### config.mk
export PLATFORM = sky130hd
export DESIGN_NAME = clkdiv_ratio_ctrl
export DESIGN_NICKNAME = d
export VERILOG_FILES = /design/src/rtl/clkdiv_ratio_ctrl.sv
export SDC_FILE = /design/constraint.sdc
export NUM_CORES = 1
export LEC_CHECK = 0
export BUFFER_PORTS_ARGS = -buffer_cell sky130_fd_sc_hd__buf_2
export CAP_MARGIN = 20
export CORE_MARGIN = 3
export CORE_UTILIZATION = 59
export CTS_CLUSTER_DIAMETER = 30
export DETAILED_ROUTE_END_ITERATION = 10
export GPL_ROUTABILITY_DRIVEN = 0
export PLACE_DENSITY = 0.89
export SETUP_SLACK_MARGIN = 0.02
export SKIP_CTS_REPAIR_TIMING = 1
export SYNTH_ARGS = -nofsm -noshare
export SYNTH_HDL_FRONTEND = slang
export SYNTH_SLANG_ARGS = --single-unit
export TNS_END_PERCENT = 20
### constraint.sdc
create_clock -name clk -period 5 [get_ports clk]
set_input_delay 0.75 -clock clk [delete_from_list [all_inputs] [get_ports clk]]
set_output_delay 0.75 -clock clk [all_outputs]
set_load 0.03 [all_outputs]
### src/rtl/clkdiv_ratio_ctrl.sv
// Run-time controller for the programmable integer clock divider: owns the ratio/period counter,
// applies ratio changes only at period boundaries. Optional 50% duty for odd ratios: CLKDIV_DUTY50_EN.
//
// state | meaning
// IDLE  | counter held at 0, divided clock low
// RUN   | counting with the active ratio
// PEND  | counting, new ratio waits for the period end
// STOP  | counting, finishing the period before IDLE
module clkdiv_ratio_ctrl #(
  parameter int WIDTH       = 8,
  parameter int DEFAULT_DIV = 3
) (
  input  logic             clk,
  input  logic             resetn,
  input  logic             i_en,
  input  logic             i_cfg_valid,
  input  logic [WIDTH-1:0] i_cfg_div,
  output logic             o_cfg_ready,
  output logic             o_cfg_err,
  output logic [WIDTH-1:0] o_count,
  output logic             o_count_end,
  output logic [WIDTH-1:0] o_active_div,
  output logic             o_div_clk,
  output logic             o_busy
);

  localparam logic [1:0] ST_IDLE = 2'd0;
  localparam logic [1:0] ST_RUN  = 2'd1;
  localparam logic [1:0] ST_PEND = 2'd2;
  localparam logic [1:0] ST_STOP = 2'd3;

  localparam logic [WIDTH-1:0] DIV_RST = WIDTH'(DEFAULT_DIV);

  logic [1:0]       state_q, state_d;
  logic [WIDTH-1:0] count_q, count_d;
  logic [WIDTH-1:0] active_div_q, active_div_d;
  logic [WIDTH-1:0] pending_q, pending_d;
  logic             cfg_err_q, cfg_err_d;

  logic             period_end;
  logic [WIDTH-1:0] count_next;
  logic             accept;
  logic             req_bad;
  logic             div_pos;

  assign period_end = (state_q != ST_IDLE) && (count_q == active_div_q - WIDTH'(1));
  assign count_next = period_end ? '0 : count_q + WIDTH'(1);
  assign o_cfg_ready = (state_q == ST_IDLE) || (state_q == ST_RUN);
  assign accept      = i_cfg_valid && o_cfg_ready;
  assign req_bad     = i_cfg_div < WIDTH'(2);

  always_comb begin
    state_d      = state_q;
    count_d      = count_q;
    active_div_d = active_div_q;
    pending_d    = pending_q;
    cfg_err_d    = accept && req_bad;
    case (state_q)
      ST_IDLE: begin
        count_d = '0;
        if (accept && !req_bad) active_div_d = i_cfg_div;
        if (i_en) state_d = ST_RUN;
      end
      ST_RUN: begin
        count_d = count_next;
        if (accept && !req_bad) begin
          pending_d = i_cfg_div;
          state_d   = ST_PEND;
        end else if (!i_en) begin
          state_d = ST_STOP;
        end
      end
      ST_PEND: begin
        count_d = count_next;
        // a disable during PEND still commits the new ratio on the way to IDLE
        if (period_end) begin
          active_div_d = pending_q;
          state_d      = i_en ? ST_RUN : ST_IDLE;
        end
      end
      ST_STOP: begin
        count_d = count_next;
        if (i_en) state_d = ST_RUN;
        else if (period_end) state_d = ST_IDLE;
      end
      default: begin
        state_d = ST_IDLE;
        count_d = '0;
      end
    endcase
  end

  always_ff @(posedge clk or negedge resetn) begin
    if (!resetn) begin
      state_q      <= ST_IDLE;
      count_q      <= '0;
      active_div_q <= DIV_RST;
      pending_q    <= DIV_RST;
      cfg_err_q    <= 1'b0;
    end else begin
      state_q      <= state_d;
      count_q      <= count_d;
      active_div_q <= active_div_d;
      pending_q    <= pending_d;
      cfg_err_q    <= cfg_err_d;
    end
  end

  assign div_pos = (state_q != ST_IDLE) && (count_q < (active_div_q >> 1));

`ifdef CLKDIV_DUTY50_EN
  logic div_neg_q, div_neg_d;

  // half-cycle delayed copy stretches odd ratios by half a clk period
  assign div_neg_d = (state_q != ST_IDLE) && div_pos;

  always_ff @(negedge clk or negedge resetn) begin
    if (!resetn) div_neg_q <= 1'b0;
    else         div_neg_q <= div_neg_d;
  end

  assign o_div_clk = div_pos | (active_div_q[0] & div_neg_q);
`else
  assign o_div_clk = div_pos;
`endif

  assign o_cfg_err    = cfg_err_q;
  assign o_count      = count_q;
  assign o_count_end  = period_end;
  assign o_active_div = active_div_q;
  assign o_busy       = (state_q != ST_IDLE);

endmodule

Yosys cells after proc, flatten, opt, wreduce, memory -nomap -nowiden
Cells that the tools add are included.
{ "classes": {"n_div": 0, "n_reduce_logical": 14, "order_cmp": 2, "shifts": 0, "addsub": 2, "muxes": 13, "bitwise_logic": 0, "n_mul": 0, "n_eq_ne": 9} }
{ "ops": {"columns": ["operator", "n"], "rows": [
  ["$pmux 8 s2", 2],
  ["$mux 8", 3],
  ["$mux 2", 6],
  ["$add 8x1->8 const B", 1],
  ["$eq 8x8->1", 1],
  ["$lt 8x2->1 const B", 1],
  ["$lt 8x7->1", 1],
  ["$pmux 2 s4", 1],
  ["$sub 8x1->8 const B", 1],
  ["$logic_and 1x1->1", 5],
  ["$eq 2x2->1 const B", 2],
  ["$ne 2x2->1 const B", 2],
  ["$reduce_and 4->1", 1],
  ["$reduce_bool 2->1", 2],
  ["$ne 3x2->1 const B", 1],
  ["$ne 3x3->1 const B", 1],
  ["$reduce_and 3->1", 1],
  ["$reduce_or 3->1", 1],
  ["$eq 2x1->1 const B", 1],
  ["$logic_not 2->1", 1],
  ["$ne 2x1->1 const B", 1],
  ["$reduce_and 2->1", 1],
  ["$logic_not 1->1", 1],
  ["$logic_or 1x1->1", 1],
  ["$mux 1", 1]
]} }
{ "totals": {"wordCells": 45, "latch_bits": 0, "memories": 0, "mem_bits_rw": 0, "ff_bits": 27, "mem_bits_ro": 0, "in_bits": 12} }

Logic depth before layout (Yosys ltp)
{ "logic_depth": {"ltp_word": 6, "depth_mapped": 10, "depth_no_buf": 8} }

Worst setup path before layout
Ideal clock, no wire load.
{ "synth_timing": {"kind": "reg2out", "start": "register active_div_q[0], in the netlist o_active_div[0]", "end": "output port o_count_end", "stages_incl_launch_ff": 10, "arrival_time_ns": 2.314, "path_slack_ns": 1.936, "required_time_ns": 4.250, "cell_sequence": "dfstp_2 buf_2 inv_1 ha_1 nor3b_1 xnor2_1 o2111ai_2 a211oi_4 buf_6 and2_1"} }
{ "synth_via": {"elab_chain_len": 3} }
{ "synth_rtl": {"columns": ["element", "line_no", "source"], "rows": [
  ["from (decl)", "36", "logic [WIDTH-1:0] active_div_q, active_div_d;"],
  ["from (signal assigned)", "103", "active_div_q <= active_div_d;"],
  ["$sub 8x1->8", "46", "assign period_end = (state_q != ST_IDLE) && (count_q == active_div_q - WIDTH'(1));"],
  ["$eq 8x8->1", "46", null],
  ["$logic_and 1x1->1", "46", null],
  ["to (decl)", "21", "output logic o_count_end,"]
]} }
Every way passes these cells.

Worst setup path after layout
Same ends and word-level chain as after synthesis.

==> metrics.txt <==
critical path class=reg2out; CP max stage cell=dfstp_2; CP Launch Type=flop; Setup TNS=0 ns; CTS Root Cell=clkbuf_4; WP buf/inv=3; first-pass GRT wire length=between 6000 and 7000 um; Crit path max-delay family=flip-flops; switching share of total power=between 40% and 50%; First-pass DRT Iterations=4; final wirelength=4066 um; clock slew at reported path FFs=~0.15 ns; fin crit share=a little under 70%; Storage cell area=between 600 and 700 um2; Critical Path Start=o_active_div[0]; Sw Pwr=0.5531 mW; Cell Area, Synth=between 1500 and 2000 um2; largest area contributor in the netlist=dfrtp_1; WP data arrival=between 2 and 3 ns; clock tree sinks=27; skew final=0.01062 ns; fillers=approximately 210; max-cap viol count=0; Final ANT Viol Nets=0; Post-synth top cells=23 x dfrtp_1, 11 x inv_1, 11 x nand2_1, 11 x nand3_1, 10 x nor3_1; Main synth FF type=dfrtp_1; Int Power=around 0.58 mW; area occupied by multi-input gates=974.7 um2; residual DRC count=0; DRT iter0 DRCs=56; GR Overflow Total=0; post-synthesis sequential area ratio=38.94%; worst-path cell chain=inv_1 -> ha_1 -> nor3b_1 -> xnor2_1 -> o2111ai_2 -> a211oi_4 -> buf_4 -> and2_1 -> buf_2; Synth Area in Simple Gates=just over 20%; status=finished, final reports clean; register share of total power=about two fifths; Hold Fails Final Rpt=0; P&R area growth vs syn=10.45%; top cells by area, synth=dfrtp_1 33%, dfstp_2 6.0%, ha_1 5.7%; Pwr per Cell Area=584.5 nW/um2; core area=approximately 2800 um2; Net Count, Synth=about 200; Nets=225; Final Slew Violations=0; TritonCTS Buffers=3; clk_lat worst skew=about 0.33 ns; top-count cell post-synth=dfrtp_1; mux contribution to synthesized area=between 5 and 6%; Gate power share=between 50% and 60%; HPWL after DPL=around 3100 um; Synth Warn #=0; cells after synthesis=between 150 and 200; CTS max path bufs=2; TritonCTS clock tree=yes; clock power share=roughly 8.3%; num rows=19; EDFF count, synth=0; initial antenna violation count=0; vias in the first global route=~1500; Synth Area per Inst=9.875 um2; die extent in x=approximately 60 um; Fmax=288.9 MHz; GRT Overall Usage=roughly 25%; PnR worst setup slack=1.538 ns; WHS=about 0.4 ns; r2r startpoint=o_active_div[0]; Boundary Pins=33; IO buf count=32; HP Class=in2async; wire per inst=17.30 um; Lkg Pwr=slightly above 0.9 nW; final setup vio count=0; RSZ-0062 raised after global routing=no; largest net degree at the start of global routing=28; crit end category=primary output; via count=1529; Yosys cell types=42; share of layout cells above drive strength 1=26.96%; # diodes=0; Worst Path Max Fanout=27; Final min period=roughly 3.5 ns; worst slack at placement=~2 ns; ys async rst share=100.0%; Largest stage delay, worst path=between 0.6 and 0.7 ns; Starting Density=between 60% and 70%; Die Area=roughly 3700 um2; Seq cells post-synth=27; worst vdd ir=~450 uV; main combinational cell family by area after synthesis=simple AND/OR/NAND/NOR gates; Synth Area in Compound Gates=between 10% and 20%; worst-margin pin slew=approximately 0.8 ns; Slew HR=between 40% and 50%; die extent in y=a little over 60 um; Synth Area in Adders=under 10%; Via density=6.506; Crit path required time=around 4.3 ns; Yosys top cell area share=about a third; H-tree depth=1; Synth Area in XOR/XNOR=~6.5%
layout by cell type, fill, tap and decap left out, types with 5 or more instances in the layout:
cell type / n
buf_2: 32
nand3_1: 11
mux2_2: 8
a311o_1: 5
inv_1: 11
a22oi_1: 7
xor2_1: 8
ha_1: 8
nor2_1: 7
nand2_1: 11
nor3_1: 10
dfrtp_1: 23
xnor2_1: 5
worst register-to-register path: cells and delay by family, from the launching register on:
family,cells,cell delay (ns)
fa+ha+maj,1,0.24
compound gates,3,0.69
buf+inv,2,0.38
simple gates,2,0.26
xor+xnor,1,0.24
flops,1,0.64
logic make-up after synthesis:
group,count (synthesis)
and+or+nand+nor,62
DFF,27
AOI/OAI and AO/OA,38
xor gates and xnor gates,13
adders and majority gates,8
muxes,8
buffers and inverters,21
sequential cells by signal, indices dropped and copies added (netlist names):
signal and count:
state_q 2, o_cfg_err 1, o_active_div 8, pending_q 8, o_count 8
final timing paths:
path,to,slack [ns],cells after the start
hold reg to reg,o_active_div[1],0.53,2
max in group asynchronous,pending_q[0],4.22,1
min in group clk,o_active_div[1],0.53,2
hold / removal,pending_q[6],0.40,1
setup reg to reg,o_active_div[4],2.45,9
setup / recovery,o_count_end,1.54,9
per-stage QoR:
stage	util, %	area [um2]	power, mW	std cells
floorplan	-	1748	0.8692	177
global placement	68.42	1903	0.9922	231
detailed placement	68.42	1903	1.033	231
CTS	69.41	1931	1.126	235
global route	69.41	1931	1.215	235
finish	69.41	1931	1.128	235
final cells by class:
class | count | share of cell area, %
flip-flops and latches | 27 | 35.26
repair buffers | 33 | 8.684
clock buffers | 3 | 1.167
inverters | 11 | 2.139
well taps | 31 | 2.009
multi-input cells | 129 | 50.49
clock inverters | 1 | 0.2592
metal layers:
metal / vias up / track usage, % / routed length (um)
met5: - / 0 / 0
met4: 0 / 11.15 / 62
met3: 8 / 4.043 / 261
met2: 66 / 43.21 / 2054
met1: 746 / 31.00 / 1688
li1: 709 / - / -
power groups by stage:
stage | Combinational [mW] | Sequential, mW | Clock (mW)
detailed placement | 0.571 | 0.462 | 0
global placement | 0.541 | 0.451 | 0
finish | 0.574 | 0.461 | 0.0935
floorplan | 0.389 | 0.480 | 0
CTS | 0.572 | 0.456 | 0.0979
global route | 0.632 | 0.477 | 0.106
Power figures use the tool's default switching activity.
